`src/rtl/ddr3_ctrl_pkg.sv`:
```
// Shared DDR3 controller definitions: return-path entry layout and command opcodes.
// Latency: n/a. Backpressure: n/a.
package ddr3_ctrl_pkg;

    localparam int RET_ADDR_W  = 26;
    localparam int RET_DATA_W  = 16;
    localparam int RET_ENTRY_W = RET_ADDR_W + RET_DATA_W;

    // Address layout is {BA[2:0], row[12:0], col[9:0]}.
    typedef struct packed {
        logic [RET_ADDR_W-1:0] addr;
        logic [RET_DATA_W-1:0] data;
    } ret_entry_t;

    localparam logic [1:0] SCR = 2'd1;
    localparam logic [1:0] SCW = 2'd2;

endpackage

```
`src/rtl/ddr3_fifo_mem.sv`:
```
// Return FIFO storage: DEPTH entries, synchronous write, asynchronous read.
// Latency: write visible on the read port the cycle after the write edge.
// Backpressure: none; the caller decides when to write.
module ddr3_fifo_mem
    import ddr3_ctrl_pkg::*;
#(
    parameter int DEPTH = 8,
    parameter int PTR_W = 3
) (
    input  logic             clk,
    input  logic             we,
    input  logic [PTR_W-1:0] waddr,
    input  ret_entry_t       wdata,
    input  logic [PTR_W-1:0] raddr,
    output ret_entry_t       rdata
);

    ret_entry_t mem [DEPTH];

    always_ff @(posedge clk) begin
        if (we) begin
            mem[waddr] <= wdata;
        end
    end

    assign rdata = mem[raddr];

endmodule

```
`src/rtl/ddr3_return_fifo.sv`:
```
// Read-return buffer between the DDR3 command processor and the host, FWFT output.
// Latency: a put into an empty FIFO is presented on out_* the following cycle.
// Backpressure: RETURN_full throttles the processor; out_ready stalls the head.
module ddr3_return_fifo
    import ddr3_ctrl_pkg::*;
#(
    parameter int DEPTH    = 8,
    parameter int PTR_W    = 3,
    parameter int AF_LEVEL = DEPTH - 2
) (
    input  logic                  clk,
    input  logic                  reset,
    input  logic                  RETURN_put,
    input  logic [RET_ADDR_W-1:0] RETURN_address,
    input  logic [RET_DATA_W-1:0] RETURN_data,
    output logic                  RETURN_full,
    output logic                  out_valid,
    input  logic                  out_ready,
    output logic [RET_ADDR_W-1:0] out_address,
    output logic [RET_DATA_W-1:0] out_data,
    output logic [PTR_W:0]        count,
    output logic                  almost_full,
    output logic                  overflow,
    input  logic                  clear_overflow
);

    localparam logic [PTR_W:0] DEPTH_CNT = DEPTH[PTR_W:0];
    localparam logic [PTR_W:0] AF_CNT    = AF_LEVEL[PTR_W:0];
    localparam logic [PTR_W:0] ONE       = {{PTR_W{1'b0}}, 1'b1};

    logic [PTR_W:0] wr_ptr;
    logic [PTR_W:0] rd_ptr;
    logic [PTR_W:0] rd_ptr_next;
    logic [PTR_W:0] count_next;
    logic           pop;
    logic           push;
    logic           drop;
    logic           bypass;
    logic           load_head;
    ret_entry_t     wr_entry;
    ret_entry_t     mem_rdata;
    ret_entry_t     head_next;

    assign pop  = out_valid && out_ready;
    assign push = RETURN_put && (!RETURN_full || pop);
    assign drop = RETURN_put && RETURN_full && !pop;

    assign rd_ptr_next = pop ? rd_ptr + ONE : rd_ptr;

    always_comb begin
        count_next = count;
        if (push && !pop) begin
            count_next = count + ONE;
        end else if (pop && !push) begin
            count_next = count - ONE;
        end
    end

    assign wr_entry.addr = RETURN_address;
    assign wr_entry.data = RETURN_data;

    ddr3_fifo_mem #(
        .DEPTH (DEPTH),
        .PTR_W (PTR_W)
    ) u_mem (
        .clk   (clk),
        .we    (push),
        .waddr (wr_ptr[PTR_W-1:0]),
        .wdata (wr_entry),
        .raddr (rd_ptr_next[PTR_W-1:0]),
        .rdata (mem_rdata)
    );

    // When the incoming word is the only thing left after this cycle's pop, it is
    // not in the array yet, so the head register takes it straight from the inputs.
    assign bypass    = push && (wr_ptr == rd_ptr_next);
    assign head_next = bypass ? wr_entry : mem_rdata;
    assign load_head = (pop || !out_valid) && (count_next != '0);

    always_ff @(posedge clk or posedge reset) begin
        if (reset) begin
            wr_ptr      <= '0;
            rd_ptr      <= '0;
            count       <= '0;
            RETURN_full <= 1'b0;
            almost_full <= 1'b0;
            out_valid   <= 1'b0;
            out_address <= '0;
            out_data    <= '0;
            overflow    <= 1'b0;
        end else begin
            if (push) begin
                wr_ptr <= wr_ptr + ONE;
            end
            rd_ptr      <= rd_ptr_next;
            count       <= count_next;
            RETURN_full <= (count_next == DEPTH_CNT);
            almost_full <= (count_next >= AF_CNT);
            out_valid   <= (count_next != '0);
            if (load_head) begin
                out_address <= head_next.addr;
                out_data    <= head_next.data;
            end
            if (clear_overflow) begin
                overflow <= 1'b0;
            end else if (drop) begin
                overflow <= 1'b1;
            end
        end
    end

endmodule

```
`config.mk`:
```
export PLATFORM = sky130hd
export DESIGN_NAME = ddr3_return_fifo
export DESIGN_NICKNAME = d
export VERILOG_FILES = /design/src/rtl/ddr3_ctrl_pkg.sv /design/src/rtl/ddr3_fifo_mem.sv /design/src/rtl/ddr3_return_fifo.sv
export SDC_FILE = /design/constraint.sdc
export NUM_CORES = 1
export LEC_CHECK = 0
export CORE_MARGIN = 5
export CORE_UTILIZATION = 45
export DETAILED_ROUTE_END_ITERATION = 6
export PLACE_DENSITY = 0.72
export SETUP_SLACK_MARGIN = 0.2
export SLEW_MARGIN = 20
export SYNTH_ARGS = -nofsm -noshare
export SYNTH_HDL_FRONTEND = slang
export SYNTH_SLANG_ARGS = --single-unit
export TNS_END_PERCENT = 10
```
`constraint.sdc`:
```
create_clock -name clk -period 5.33 [get_ports clk]
set_input_delay 0.533 -clock clk [delete_from_list [all_inputs] [get_ports clk]]
set_output_delay 0.533 -clock clk [all_outputs]
set_load 0.005 [all_outputs]
```
Word-level counts from Yosys, hierarchy flattened
Memories as Yosys holds them, arrays and structs flattened.
Cells that the tools add are included.
{"block": "word_totals", "ff_bits": 58, "out_inout_bits": 50, "ramBits": 336, "n_memories": 1}
{"block": "op_classes", "addsub": 4, "reduce_logical": 16, "mux": 8, "magnitude_cmp": 1, "eq_ne": 2}
{"name": "u_mem.mem", "words": 8, "width": 42, "rd": 1, "rd_clocked_by_memory_dff": 0, "write_ports": 1, "line_no": "ddr3_fifo_mem.sv:18", "source": "ret_entry_t mem [DEPTH];"}
{"cell": "$mux W42", "n": 1}
{"cell": "$add A4 B1 Y4 const B", "n": 3}
{"cell": "$mux W4", "n": 3}
{"cell": "$logic_and A1 B1 Y1", "n": 8}
{"cell": "$eq A4 B4 Y1", "n": 1}
{"cell": "$eq A4 B4 Y1 const B", "n": 1}
{"cell": "$ge A4 B3 Y1 const B", "n": 1}
{"cell": "$logic_not A1 Y1", "n": 4}
{"cell": "$mux W1", "n": 4}
{"cell": "$reduce_bool A4 Y1", "n": 1}
{"cell": "$sub A4 B1 Y4 const B", "n": 1}
{"cell": "$logic_or A1 B1 Y1", "n": 2}
{"cell": "$reduce_bool A2 Y1", "n": 1}

Longest topological paths before layout
{"block": "logic_depth", "depth_word": 9, "mapped_depth": 10, "mapped_depth_nobuf": 8}

Cells and area by module
Synthesis repeated with hierarchy kept, for this count alone.
{"block": "unflattened", "hier_cells": 709, "area_unflattened_um2": 15939.0}
{"mod": "ddr3_fifo_mem", "instances": 1, "cells_each": 498, "area_per_inst_um2": 12662.1}
{"mod": "ddr3_return_fifo", "instances": 1, "cells_each": 211, "area_per_inst_um2": 3276.9}

Worst setup path before layout
Ideal clock, no wire load.
{"block": "synth_path", "kind": "input -> register", "startpoint": "in RETURN_put", "endpoint": "mem u_mem.mem[0][0] in the netlist's numbering, enable pin", "setup_ns": 0.546, "arrival_time_ns": 4.997, "stages": 3, "setup_slack_ns": -0.213, "n_path_buf": 1, "cell_sequence": "clkbuf_1 nand2_1 nor4_1"}
{"block": "synth_via", "elab_chain_len": 3}
{"item": "start, declared", "line_no": "ddr3_return_fifo.sv:13", "source": "input logic RETURN_put,"}
{"item": "$logic_and A1 B1 Y1", "line_no": "ddr3_return_fifo.sv:45", "source": "assign push = RETURN_put && (!RETURN_full || pop);"}
{"item": "$mux W1", "line_no": "ddr3_fifo_mem.sv:21", "source": "if (we) begin"}
{"item": "$mux W1 (implied by the code)", "line_no": "ddr3_fifo_mem.sv:22", "source": "mem[waddr] <= wdata;"}
{"item": "end, declared", "line_no": "ddr3_fifo_mem.sv:18"}
No other way between the ends.

Final worst setup path
{"block": "layout_path", "startpoint": "in RETURN_put", "endpoint": "reg out_address[20]"}
{"block": "layout_via", "elab_chain_len": 7, "elab_cells_between_ends": 10}
{"item": "$logic_and A1 B1 Y1 (*)", "line_no": "ddr3_return_fifo.sv:45"}
{"item": "$logic_not A1 Y1", "line_no": "ddr3_return_fifo.sv:54", "source": "end else if (pop && !push) begin"}
{"item": "$logic_and A1 B1 Y1", "line_no": "ddr3_return_fifo.sv:54"}
{"item": "$mux W4", "line_no": "ddr3_return_fifo.sv:54"}
{"item": "$mux W4", "line_no": "ddr3_return_fifo.sv:52", "source": "if (push && !pop) begin"}
{"item": "$reduce_bool A4 Y1", "line_no": "ddr3_return_fifo.sv:78", "source": "assign load_head = (pop || !out_valid) && (count_next != '0);"}
{"item": "$logic_and A1 B1 Y1", "line_no": "ddr3_return_fifo.sv:78"}
{"item": "end signal, assigned", "line_no": "ddr3_return_fifo.sv:101", "source": "out_address <= head_next.addr;"}
{"item": "end, declared", "line_no": "ddr3_return_fifo.sv:19", "source": "output logic [RET_ADDR_W-1:0] out_address,"}
Every way passes the cells marked *; elsewhere a longest branch is shown, timed or not.
A chain may end at the register's enable or synchronous reset.

==> summary.txt <==
Worst setup path
  – CP Depth: 7
  – CP Buf/Inv Count: 1
  – Slowest cell on the critical path: or2_4
  – CP required: 5.68 ns
  – R2R cell count: 9
  – Crit path kind: in2reg
  – Crit path max-delay family: simple AND/OR/NAND/NOR gates
  – Startpoint types: primary input
  – Crit path cell chain: clkdlybuf4s50_1 > and3b_1 > a2111oi_1 > o32ai_2 > a21oi_4 > or2_4 > o31ai_1
  – Arrival time at the worst endpoint: 3.49 ns
  – Crit-path max cell delay: about 0.85 ns
  – Worst Setup End Kind: flop
  – CP Max Fanout: 42

Yosys
  – Yosys reg bits: around 390
  – Synthesized-area fraction occupied by adder cells: 0.316%
  – Largest family of logic cells by synthesized area: multiplexers
  – Ys flop type: edfxtp_1
  – Number of enable flip-flop cells after synthesis: ~340
  – Sequential area share after synthesis: 72.8%
  – Yosys warnings: 0
  – Synth Area in Simple Gates: 6.24%
  – Avg Cell Area, Syn: 18.2 um2
  – Complex-gate fraction of the synthesized area: between 5 and 6%
  – Post-synth ARST share: 14.7%
  – Synth Net Count: approximately 920
  – Mapped Area: 15,900 um2
  – Cells after Synth: 872
  – Multiplexer area fraction after synthesis: 11.9%
  – Post-Synth XOR/XNOR Area: 0.781%
  – Netlist cell types: 50

Detailed routing
  – Antenna-violating nets left: 0
  – Drt first pass iters: 5
  – 1st-iter DRT viols: 659
  – Post-DR vias/cell: 5.68
  – WL/cell: between 20 and 25 um
  – Drt drc: 0
  – Routed wire length: 34,300 um
  – Via count: 8,359

Global route
  – Total GRT Usage: 17.6%
  – First-pass GRT wire length: 53,200 um
  – Antenna violations before repair: 1
  – Total gr overflow: 0
  – Largest net degree at the start of global routing: 60
  – Number of global-route vias before repair: 8,740

Final layout
  – Post-layout net count: about 1,000
  – Layout Utilization: between 50% and 60%
  – Fill cell count: 2,659
  – Most frequent cells in the layout: edfxtp_1, clkdlybuf4s50_1, nand2_1
  – Layout overhead on the synthesized area: 18.0%
  – Layout cells sized above 1: 22.1%
  – Most common cell after layout, fill and taps aside: edfxtp_1

STA
  – Post-layout minimum cycle time: 3.14 ns
  – Worst slew margin: 28.8%
  – Unrepaired setup endpoints after global routing: no
  – Worst Clk Skew: 0.0168 ns
  – Final setup viols: 0
  – Fmax: 319 MHz
  – Final Hold Fails: 0
  – Worst Max-Slew Pin Slew: 1.07 ns
  – TNS Setup: 0 ns
  – Tcrit/Tclk final: 58.9%
  – WHS: around 0.49 ns
  – Slew Limit Fails: 0

Power
  – Power Total: 11,200 uW
  – Worst IR Drop VDD: 476 uV
  – Pleak: 0.00634 uW
  – PD cells: 599 nW/um2

Clock network
  – Resize count post-CTS: 0
  – Post-CTS setup buffer count: 0
  – CTS tree: built
  – Worst-Skew Late Latency: approximately 0.53 ns
  – Num CTS Buffers: 40
  – Hold buffers post-CTS: 0
  – CTS Sinks: 394
  – Clk buf depth: 3
  – H-tree levels: 2
  – Reg clk slew, reported paths: 0.06 ns
  – CTS Root Cell: clkbuf_16

Die
  – IO Pins: 97
  – Row Count: 68
  – Die H: 198 um
  – Core area: 34,600 um2
  – Die Wd: between 150 and 200 um
  – Initial Util: 45.8%
  – Die ar.: 39,100 um2

Flow run
  – Total of max-cap violations: 0

Hold path
  – Hold Path Class: reg2reg
  – Hold path depth: 1

Place
  – GPL Wtd Cong: 0.725
  – Post-detail-place hpwl: 18,500 um
  – IO buf count: between 90 and 100

Run status
  – Status: complete, no violations
-- per-layer routing --
metal | GRT usage (%) | wire length (um) | vias up | part of all wire (%)
li1 | - | - | 3657 | -
met2 | 29.1 | 17000 | 223 | 49
met3 | 3.23 | 1960 | 43 | 5.7
met4 | 3.75 | 468 | 2 | 1.4
met1 | 24.9 | 14900 | 4434 | 43
met5 | 0 | 20 | - | 0.058
-- cell type report --
class                      instances  area (um2)  area share (%)
sequential                       394       11500            61.7
multi-input combinational        419        4070            21.7
timing repair buffer             121        1190            6.34
clock buffer                      50        1070            5.71
tap                              455         569            3.04
clock inverter                    23         236            1.26
inverter                           8        31.3           0.167
antenna                            1        2.50          0.0134
-- where the power goes --
part	switching [uW]	total, uW	internal (uW)
Sequential	272	4240	3970
Clock	1130	2760	1630
Combinational	2150	4190	2040
Total	3550	11200	7640
-- Yosys cell counts, types with 3 or more instances --
cell,number,share of area [%]
nor3_1,5,0.16
inv_1,6,0.14
and3_1,45,1.8
buf_6,7,0.50
nor2_1,53,1.3
mux2i_1,4,0.25
dfrtp_1,58,9.2
clkbuf_1,24,0.57
o31ai_1,3,0.14
buf_4,4,0.19
edfxtp_1,336,64
o31ai_4,9,1.2
buf_2,12,0.38
and2_1,3,0.12
o21ai_0,43,1.4
ha_1,4,0.32
mux4_2,82,12
nand2_1,94,2.2
o31ai_2,30,2.4
buf_1,3,0.071
xnor2_1,9,0.50
-- per-stage QoR --
stage          cell area (um2)  worst slack [ns]  std cells
2_1_floorplan            15900             0.864        872
3_3_place_gp             17400              1.71       1397
3_5_place_dp             17400              1.66       1397
4_1_cts                  18700              2.19       1470
5_1_grt                  18700              1.99       1470
6_report                 18700              2.19       1471
-- cells by family after synthesis --
logic type,after synthesis
muxes,86
AOI/OAI and AO/OA,101
xor gates and xnor gates,12
buffers and inverters,59
and+or+nand+nor,216
adders and majority gates,4
DFF,394
-- flip-flops by register name, indices dropped and copies added, names as in the netlist --
name	cells
u_mem.mem	336
out_address	26
out_data	16
count	4
rd_ptr	4
wr_ptr	4
RETURN_full	1
almost_full	1
out_valid	1
overflow	1
-- worst paths after layout --
kind / start / end / slack [ns]
worst max register to register: rd_ptr[0] / out_data[10] / 2.24
max in group asynchronous: reset / out_address[20] / 4.05
worst min register to register: wr_ptr[3] / wr_ptr[3] / 0.49
min in group asynchronous: reset / out_address[10] / 0.65
worst min-delay path: wr_ptr[3] / wr_ptr[3] / 0.49
worst max-delay path: RETURN_put / out_address[20] / 2.19
Note: power is estimated with default switching activity, not from simulation.
